===== src/rtl/uart_pkg.sv =====
// uart_pkg: shared constants, powers of ten and sequencer states for uart_num_tx.
package uart_pkg;
  localparam logic [7:0] ASCII_0 = 8'h30;
  localparam logic [7:0] ASCII_CR = 8'h0D;
  localparam logic [7:0] ASCII_LF = 8'h0A;
  localparam logic [16:0] POW10 [5] = '{17'd1, 17'd10, 17'd100, 17'd1000, 17'd10000};
  localparam int UART_DIV = 868;
  typedef enum logic [2:0] {IDLE, CONV, SEND, HOLD, WAIT, FIN} state_t;
endpackage


===== src/rtl/bin2dec_seq.sv =====
// bin2dec_seq: repeated-subtraction binary to BCD converter, one step per cycle.
module bin2dec_seq
  import uart_pkg::*;
(
  input  logic        clk,
  input  logic        rstn,
  input  logic        go,
  input  logic [15:0] value,
  output logic [3:0]  d4,
  output logic [3:0]  d3,
  output logic [3:0]  d2,
  output logic [3:0]  d1,
  output logic [3:0]  d0,
  output logic        valid
);
  logic        run_q, run_d, valid_q, valid_d;
  logic [2:0]  k_q, k_d;
  logic [16:0] rem_q, rem_d;
  logic [3:0]  d_q [5];
  logic [3:0]  d_d [5];
  // At k = 1 the remainder is below 10, so it is the units digit directly.
  always_comb begin
    run_d = run_q;
    k_d = k_q;
    rem_d = rem_q;
    d_d = d_q;
    valid_d = 1'b0;
    if (go) begin
      run_d = 1'b1;
      k_d = 3'd4;
      rem_d = {1'b0, value};
      d_d = '{default: 4'd0};
    end else if (run_q) begin
      if (rem_q >= POW10[k_q]) begin
        rem_d = rem_q - POW10[k_q];
        d_d[k_q] = d_q[k_q] + 4'd1;
      end else if (k_q == 3'd1) begin
        d_d[0] = rem_q[3:0];
        valid_d = 1'b1;
        run_d = 1'b0;
      end else k_d = k_q - 3'd1;
    end
  end
  always_ff @(posedge clk or negedge rstn) begin
    if (!rstn) begin
      run_q <= 1'b0;
      valid_q <= 1'b0;
      k_q <= 3'd0;
      rem_q <= '0;
      d_q <= '{default: 4'd0};
    end else begin
      run_q <= run_d;
      valid_q <= valid_d;
      k_q <= k_d;
      rem_q <= rem_d;
      d_q <= d_d;
    end
  end
  assign {d4, d3, d2, d1, d0} = {d_q[4], d_q[3], d_q[2], d_q[1], d_q[0]};
  assign valid = valid_q;
endmodule


===== src/rtl/uart_num_tx.sv =====
// uart_num_tx: sends a 16-bit value as decimal ASCII (optionally + CR LF)
// through the uart write port, one byte per tx_busy handshake.
module uart_num_tx
  import uart_pkg::*;
#(
  parameter bit SUPPRESS_ZEROS = 1'b1,
  parameter bit SEND_CRLF = 1'b1,
  parameter int GUARD_CYCLES = 2
) (
  input  logic        clk,
  input  logic        rstn,
  input  logic        start,
  input  logic [15:0] value,
  input  logic        tx_busy,
  output logic [7:0]  tx_data,
  output logic        tx_we,
  output logic        busy,
  output logic        done
);
  state_t      state_q, state_d;
  logic [2:0]  pos_q, pos_d, first_idx, next_pos;
  logic [3:0]  gcnt_q, gcnt_d, d4, d3, d2, d1, d0, dsel;
  logic [7:0]  tx_data_q, tx_data_d, byte_out;
  logic        tx_we_q, tx_we_d, go, conv_valid, last, fire;
  assign go = state_q == IDLE && start;
  bin2dec_seq u_conv (
    .clk(clk), .rstn(rstn), .go(go), .value(value),
    .d4(d4), .d3(d3), .d2(d2), .d1(d1), .d0(d0), .valid(conv_valid)
  );
  // Byte pointer: 4..0 select digits, 7 is CR, 6 is LF.
  assign first_idx = !SUPPRESS_ZEROS ? 3'd4 : d4 != 0 ? 3'd4 : d3 != 0 ? 3'd3 :
                     d2 != 0 ? 3'd2 : d1 != 0 ? 3'd1 : 3'd0;
  assign dsel = pos_q == 3'd4 ? d4 : pos_q == 3'd3 ? d3 : pos_q == 3'd2 ? d2 :
                pos_q == 3'd1 ? d1 : d0;
  assign byte_out = pos_q == 3'd7 ? ASCII_CR : pos_q == 3'd6 ? ASCII_LF : ASCII_0 + {4'd0, dsel};
  assign last = pos_q == 3'd6 || (pos_q == 3'd0 && !SEND_CRLF);
  assign next_pos = pos_q == 3'd0 ? 3'd7 : pos_q == 3'd7 ? 3'd6 : pos_q - 3'd1;
  assign fire = state_q == SEND && !tx_busy;
  always_ff @(posedge clk or negedge rstn) begin
    if (!rstn) state_q <= IDLE;
    else state_q <= state_d;
  end
  always_comb begin
    state_d = state_q;
    unique case (state_q)
      IDLE: state_d = start ? CONV : IDLE;
      CONV: state_d = conv_valid ? SEND : CONV;
      SEND: state_d = !tx_busy ? HOLD : SEND;
      HOLD: state_d = gcnt_q == 4'd1 ? WAIT : HOLD;
      WAIT: state_d = tx_busy ? WAIT : last ? FIN : SEND;
      FIN:  state_d = IDLE;
      default: state_d = IDLE;
    endcase
  end
  always_comb begin
    pos_d = state_q == CONV && conv_valid ? first_idx :
            state_q == WAIT && !tx_busy && !last ? next_pos : pos_q;
    tx_we_d = fire;
    tx_data_d = fire ? byte_out : tx_data_q;
    gcnt_d = fire ? 4'(GUARD_CYCLES) : state_q == HOLD ? gcnt_q - 4'd1 : gcnt_q;
    busy = state_q != IDLE;
    done = state_q == FIN;
  end
  always_ff @(posedge clk or negedge rstn) begin
    if (!rstn) begin
      pos_q <= 3'd0;
      gcnt_q <= 4'd0;
      tx_data_q <= 8'h00;
      tx_we_q <= 1'b0;
    end else begin
      pos_q <= pos_d;
      gcnt_q <= gcnt_d;
      tx_data_q <= tx_data_d;
      tx_we_q <= tx_we_d;
    end
  end
  assign tx_data = tx_data_q;
  assign tx_we = tx_we_q;
endmodule


===== config.mk =====
export PLATFORM = sky130hd
export DESIGN_NAME = uart_num_tx
export DESIGN_NICKNAME = d
export VERILOG_FILES = /design/src/rtl/uart_pkg.sv /design/src/rtl/bin2dec_seq.sv /design/src/rtl/uart_num_tx.sv
export SDC_FILE = /design/constraint.sdc
export NUM_CORES = 1
export LEC_CHECK = 0
export ABC_AREA = 1
export CAP_MARGIN = 10
export CORE_ASPECT_RATIO = 2
export CORE_MARGIN = 2
export CORE_UTILIZATION = 60
export DETAILED_ROUTE_END_ITERATION = 8
export PLACE_DENSITY = 0.79
export SLEW_MARGIN = 0
export SYNTH_ARGS = -nofsm -noshare
export SYNTH_HDL_FRONTEND = slang
export SYNTH_HIERARCHICAL = 1
export SYNTH_SLANG_ARGS = --single-unit

===== constraint.sdc =====
create_clock -name clk -period 3.63 [get_ports clk]
set_clock_uncertainty 0.2 [all_clocks]
set_input_delay 0.726 -clock clk [delete_from_list [all_inputs] [get_ports clk]]
set_output_delay 0.726 -clock clk [all_outputs]
set_load 0.01 [all_outputs]

# Yosys cells after proc, flatten, opt, wreduce, memory -nomap -nowiden
# Memories as Yosys holds them, arrays and structs flattened.
# Index checks and enable logic that the tools add are counted.
# op_classes
n_eq_ne,15
n_addsub,6
n_reduce_logical,23
mux,51
n_bitwise,1
order_cmp,3
# ops
op,n
2-to-1 mux 17 bit,5
2-to-1 mux 4 bit,11
2-to-1 mux 20 bit,2
2-to-1 mux 3 bit,12
bitwise mux 20 bit,1
greater-or-equal comparator 17 bit,1
subtractor 17 bit,1
2-to-1 mux 16 bit,1
nonzero test 4 bit,4
"equality test 3 bit, second input constant",5
one-hot mux 3 bit (5 select lines),1
2-to-1 mux 7 bit,2
binary-select mux 4 bit (select 3 bit),1
demux 4 bit (select 3 bit),1
"equality test 3 x 2 -> 1 bit, second input constant",4
2-to-1 mux 1 bit,11
"equality test 3 x 1 -> 1 bit, second input constant",3
nonzero test 2 bit,4
"adder 6 x 4 -> 7 bit, first input constant",1
logical AND 1 bit,6
zero test 3 bit,2
2-to-1 mux 2 bit,3
nonzero test 3 bit,2
"subtractor 3 x 1 -> 3 bit, second input constant",2
10 further kinds,13
# word_totals
register_bits,61
output_inout_bits,11
inputBits,20
mem_count,1
elab_cells,114
mem_bits_ro,136
# memory_table
memory,words,word_bits,rd,rd_clocked_by_memory_dff,write_ports,line_no,text
(name not given),8,17,1,0,0,bin2dec_seq.sv:34,if (rem_q >= POW10[k_q]) begin

# Depth between registers and ports, before layout
# logic_depth
ltp_word,9
ltp_mapped,19
mapped_depth_nobuf,18

# Cells and area by module
# The synthesis kept the hierarchy.
# by_module_without_submodules
module,cells_per_inst,n_inst,seq_area_each_um2,area_each_um2
bin2dec_seq,502,1,1051.0,3291.9
uart_num_tx,167,1,400.4,1117.3

# Least setup slack after synthesis
# No wires, ideal clock.
# synth_timing
path_kind,reg-to-reg
start,register u_conv.k_q[1]
end,register u_conv.rem_q[12]
period_less_slack_ps,2574
t_required_ps,3313
n_path_buf,0
path_slack_ps,1056
t_arrival_ps,2256
setup_ps,117
stages_incl_launch_ff,17
cell_sequence,dfrtp_1 > inv_1 > ha_1 > inv_1 > nor2_1 > ha_1 > fa_1 > o21ai_0 > nand2_1 > nand2_1 > nand2_1 > nand2_1 > nand2_1 > nand3_1 > nand2_1 > nand2_1 > o21ai_2
# synth_via
elab_chain_cells,8
elab_cells_between_ends,11
classes_between,add/sub (1); order compare (1); mux (5); bitwise (1); reduce/logical (2); memory (1)
# synth_rtl
element,line_no,text
start: declaration,bin2dec_seq.sv:17,"logic [2:0] k_q, k_d;"
start signal: assignment,bin2dec_seq.sv:54,k_q <= k_d;
inverter 3 -> 4 bit (not written as such) *,"bin2dec_seq.sv:34, bin2dec_seq.sv:35",
memory (8 x 17 bit) *,-,
2-to-1 mux 17 bit (not written as such) * (2 in a row),bin2dec_seq.sv:34,
subtractor 17 bit,bin2dec_seq.sv:35,rem_d = rem_q - POW10[k_q];
2-to-1 mux 17 bit,bin2dec_seq.sv:34,
2-to-1 mux 17 bit,bin2dec_seq.sv:33,end else if (run_q) begin
2-to-1 mux 17 bit,bin2dec_seq.sv:28,if (go) begin
end signal: assignment,bin2dec_seq.sv:55,rem_q <= rem_d;
end: declaration,bin2dec_seq.sv:18,"logic [16:0] rem_q, rem_d;"
# Mark *: on every way between the ends. The rest lies on a longest branch, timed or not. The select of a mux whose other input is x is not followed.
# A chain may end at the register's enable or synchronous reset.

# Worst setup path after layout
# layout_timing
start,register u_conv.k_q[0]
end,register u_conv.rem_q[12]
# The elaborated chain is that of the path after synthesis.

==> key figures <==
Status
  – Status: finished clean

Yosys
  – Post-Syn Area: 4410 sq um
  – Count of state elements after synthesis: 58
  – Ys Warns: 6
  – Post-synth EDFFs: 0
  – Syn_area_per_cell: 6.59 sq um
  – Post-Synthesis Cells: 669
  – Predominant post-synthesis flop cell: dfrtp_1
  – Async set-reset flop share out of synthesis: 100%
  – Seq/Total Area, Yosys: 32.9%
  – Synth unique cells: 41

Setup path
  – Critical path class: flip-flop to flip-flop
  – Startpoint Class: flip-flop
  – CP bufs+invs: 2
  – Crit-path slowest cell: dfrtp_1
  – Worst-path fanout max: 15
  – Crit end category: flip-flop
  – Reg2Reg Setup Slack: 210 ps
  – Cell family with most CP delay: adder cells
  – Crit path cell chain: inv_1, ha_1, inv_1, nor2_1, ha_1, fa_1, o21ai_0, nand2_1, nand2_1, nand2_1, nand2_1, nand2_1, nand3_1, nand2_1, nand2_1, o21ai_2
  – CP required: 3640 ps
  – CP peak stage delay: 640 ps
  – Critical path arrival: 3420 ps
  – CP most frequent cell: nand2_1

Finish
  – Non-Filler Cell Area, Final: 5090 sq um
  – Final #Nets: 741
  – Commonest non-fill, non-tap cell in the layout: nand2_1
  – Area delta synth->final: 15.4%
  – Register area: 1450 sq um
  – Most frequent cells in the layout: nand2_1 (253), inv_1 (73), dfrtp_1 (58)
  – Fin util: 70.5%
  – Antenna cell count: 0
  – Filler cells: 640
  – Share of cells above drive strength 1: 10.1%
  – Multi-input logic area: 2530 sq um

Floorplanning
  – Die W: 64.6 microns
  – Initial Util: 61.1%
  – Core area: 7210 sq um
  – DIE AREA: 8090 sq um
  – Top-Level Pins: 31
  – Die height: 125 microns
  – FP Rows: 44

Power
  – Pwr dens: 1170 nW/um^2
  – Worst vdd ir: 762 uV
  – Total chip power: 5.96 mW
  – Leak pwr: 2.66 nW

Clock network
  – Post-CTS resize count: 0
  – Hold_buf cts: 0
  – Postcts setup bufs: 0
  – Clock-pin slew on the worst setup and hold paths: 60 ps
  – Worst-case clock buffer depth: 2
  – CTS sink count: 58
  – Worst-Skew Late Latency: 340 ps
  – Root Driver: clkbuf_16
  – Total CTS buffers: 9
  – Deepest level of the CTS H-tree: 3
  – CTS tree: built

Timing
  – RSZ-0062 raised after global routing: no
  – Setup violators final: 0
  – Worst slew pin tran: 1090 ps
  – Hold WS: 273 ps
  – Fmax: 293 MHz
  – Final min period: 3420 ps
  – Final Hold Fails: 0
  – Setup TNS: 0 ps
  – Worst slew margin: 27.3%
  – Final Slew Violations: 0
  – Tcrit/Tclk final: 94.1%

Routing
  – Wire per inst: 15.7 microns
  – Post-DRT Antenna Nets: 0
  – Drt first pass iters: 5
  – Vias/cell: 5.63
  – DRC viols: 0
  – DRT iter0 DRCs: 305
  – Vias: 4486
  – Routed WL: 12500 microns

Min path
  – Hold Path Class: flip-flop to flip-flop

Global route
  – Largest net degree at the start of global routing: 50
  – Initial antenna violation count: 0
  – Vias in the first global route: 4515
  – GRT overflow: 0
  – First-pass GRT wire length: 20300 microns
  – GRT Resource Usage Total: 33.1%

Placed design
  – Gpl congestion: 0.978
  – Post-DP HPWL: 9720 microns
  – Area after DPL: 4740 sq um
  – Port bufs: 28

Job
  – Max-cap violations: 0
[cell families after synthesis]
| family | synth area share [%] |
|---|---|
| xor+xnor | 1.39 |
| fa+ha+maj | 6.13 |
| flops | 32.9 |
| buf+inv | 9.79 |
| other cells | 0.0850 |
| simple gates | 39.7 |
| compound gates | 9.99 |
[final cells by class]
type	instances	area share (%)
clock buffers	13	5.51
clock inverters	3	1.35
inverters	85	6.32
multi-input cells	512	49.7
flip-flops and latches	58	28.5
well taps	92	2.26
repair buffers	34	6.30
[metrics by stage]
stage,setup WS (ps),cells
final,213,797
after global routing,13.2,797
after CTS,276,797
after detailed placement,321,781
after global placement,351,781
after floorplan,1060,670
[synth_stat cells, types with 2 or more instances]
cell type  number  area share (%)
inv_1          73             6.2
nand2_1       253              22
inv_2          10            0.85
o21ai_0        30             3.4
nor2_2         12             1.7
nor3_1          4            0.45
nand2_2         5            0.71
buf_6           5             1.3
o21ai_1         7            0.79
nand4_1        13             1.8
nand3_1        47             5.3
ha_1           20             5.7
o21a_1          2            0.34
xor2_1          2            0.40
clkbuf_1        5            0.43
nor2_1         54             4.6
nand3_2         4            0.91
o21ai_2         6             1.2
buf_4           4            0.68
nor4_1          2            0.28
or2_2           5            0.71
dfrtp_1        58              33
xnor2_1         5            0.99
a21oi_1        19             2.2
a31oi_1         2            0.28
nand2_4         2            0.51
a21boi_0        2            0.34
o211ai_1        5            0.85
[final timing paths]
| path | from | end | cells past startpoint |
|---|---|---|---|
| hold / removal | gcnt_q[3]$_DFFE_PN0P_ | gcnt_q[3]$_DFFE_PN0P_ | 1 |
| setup reg to reg | u_conv/k_q[0]$_DFFE_PN0P_ | u_conv/rem_q[12]$_DFFE_PN0P_ | 16 |
| min in group asynchronous | rstn | tx_we$_DFF_PN0_ | 1 |
| max in group asynchronous | rstn | u_conv/k_q[1]$_DFFE_PN0P_ | 2 |
| setup / recovery | u_conv/k_q[0]$_DFFE_PN0P_ | u_conv/rem_q[12]$_DFFE_PN0P_ | 16 |
| hold reg to reg | gcnt_q[3]$_DFFE_PN0P_ | gcnt_q[3]$_DFFE_PN0P_ | 1 |
[per-layer routing]
layer  vias to the layer above  global-route usage (%)  part of all wire [%]
met5                         -                       0                     0
met4                         0                    27.0                   7.8
met3                        71                    5.22                   3.2
met2                       162                    62.3                    56
met1                      2076                    29.1                    33
li1                       2177                       -                     -
[flip-flops by register name, indices dropped and copies added (netlist names), 4 cells and up]
register	cells
gcnt_q	4
u_conv/d0	4
u_conv/d2	4
u_conv/d1	4
u_conv/rem_q	17
u_conv/d3	4
tx_data	5
u_conv/d4	4
[where the power goes]
part	switching (mW)	total, mW	internal, mW
logic	2.39	3.70	1.31
registers	0.328	1.27	0.946
clock network	0.304	0.981	0.677
Power figures use the tool's default switching activity.
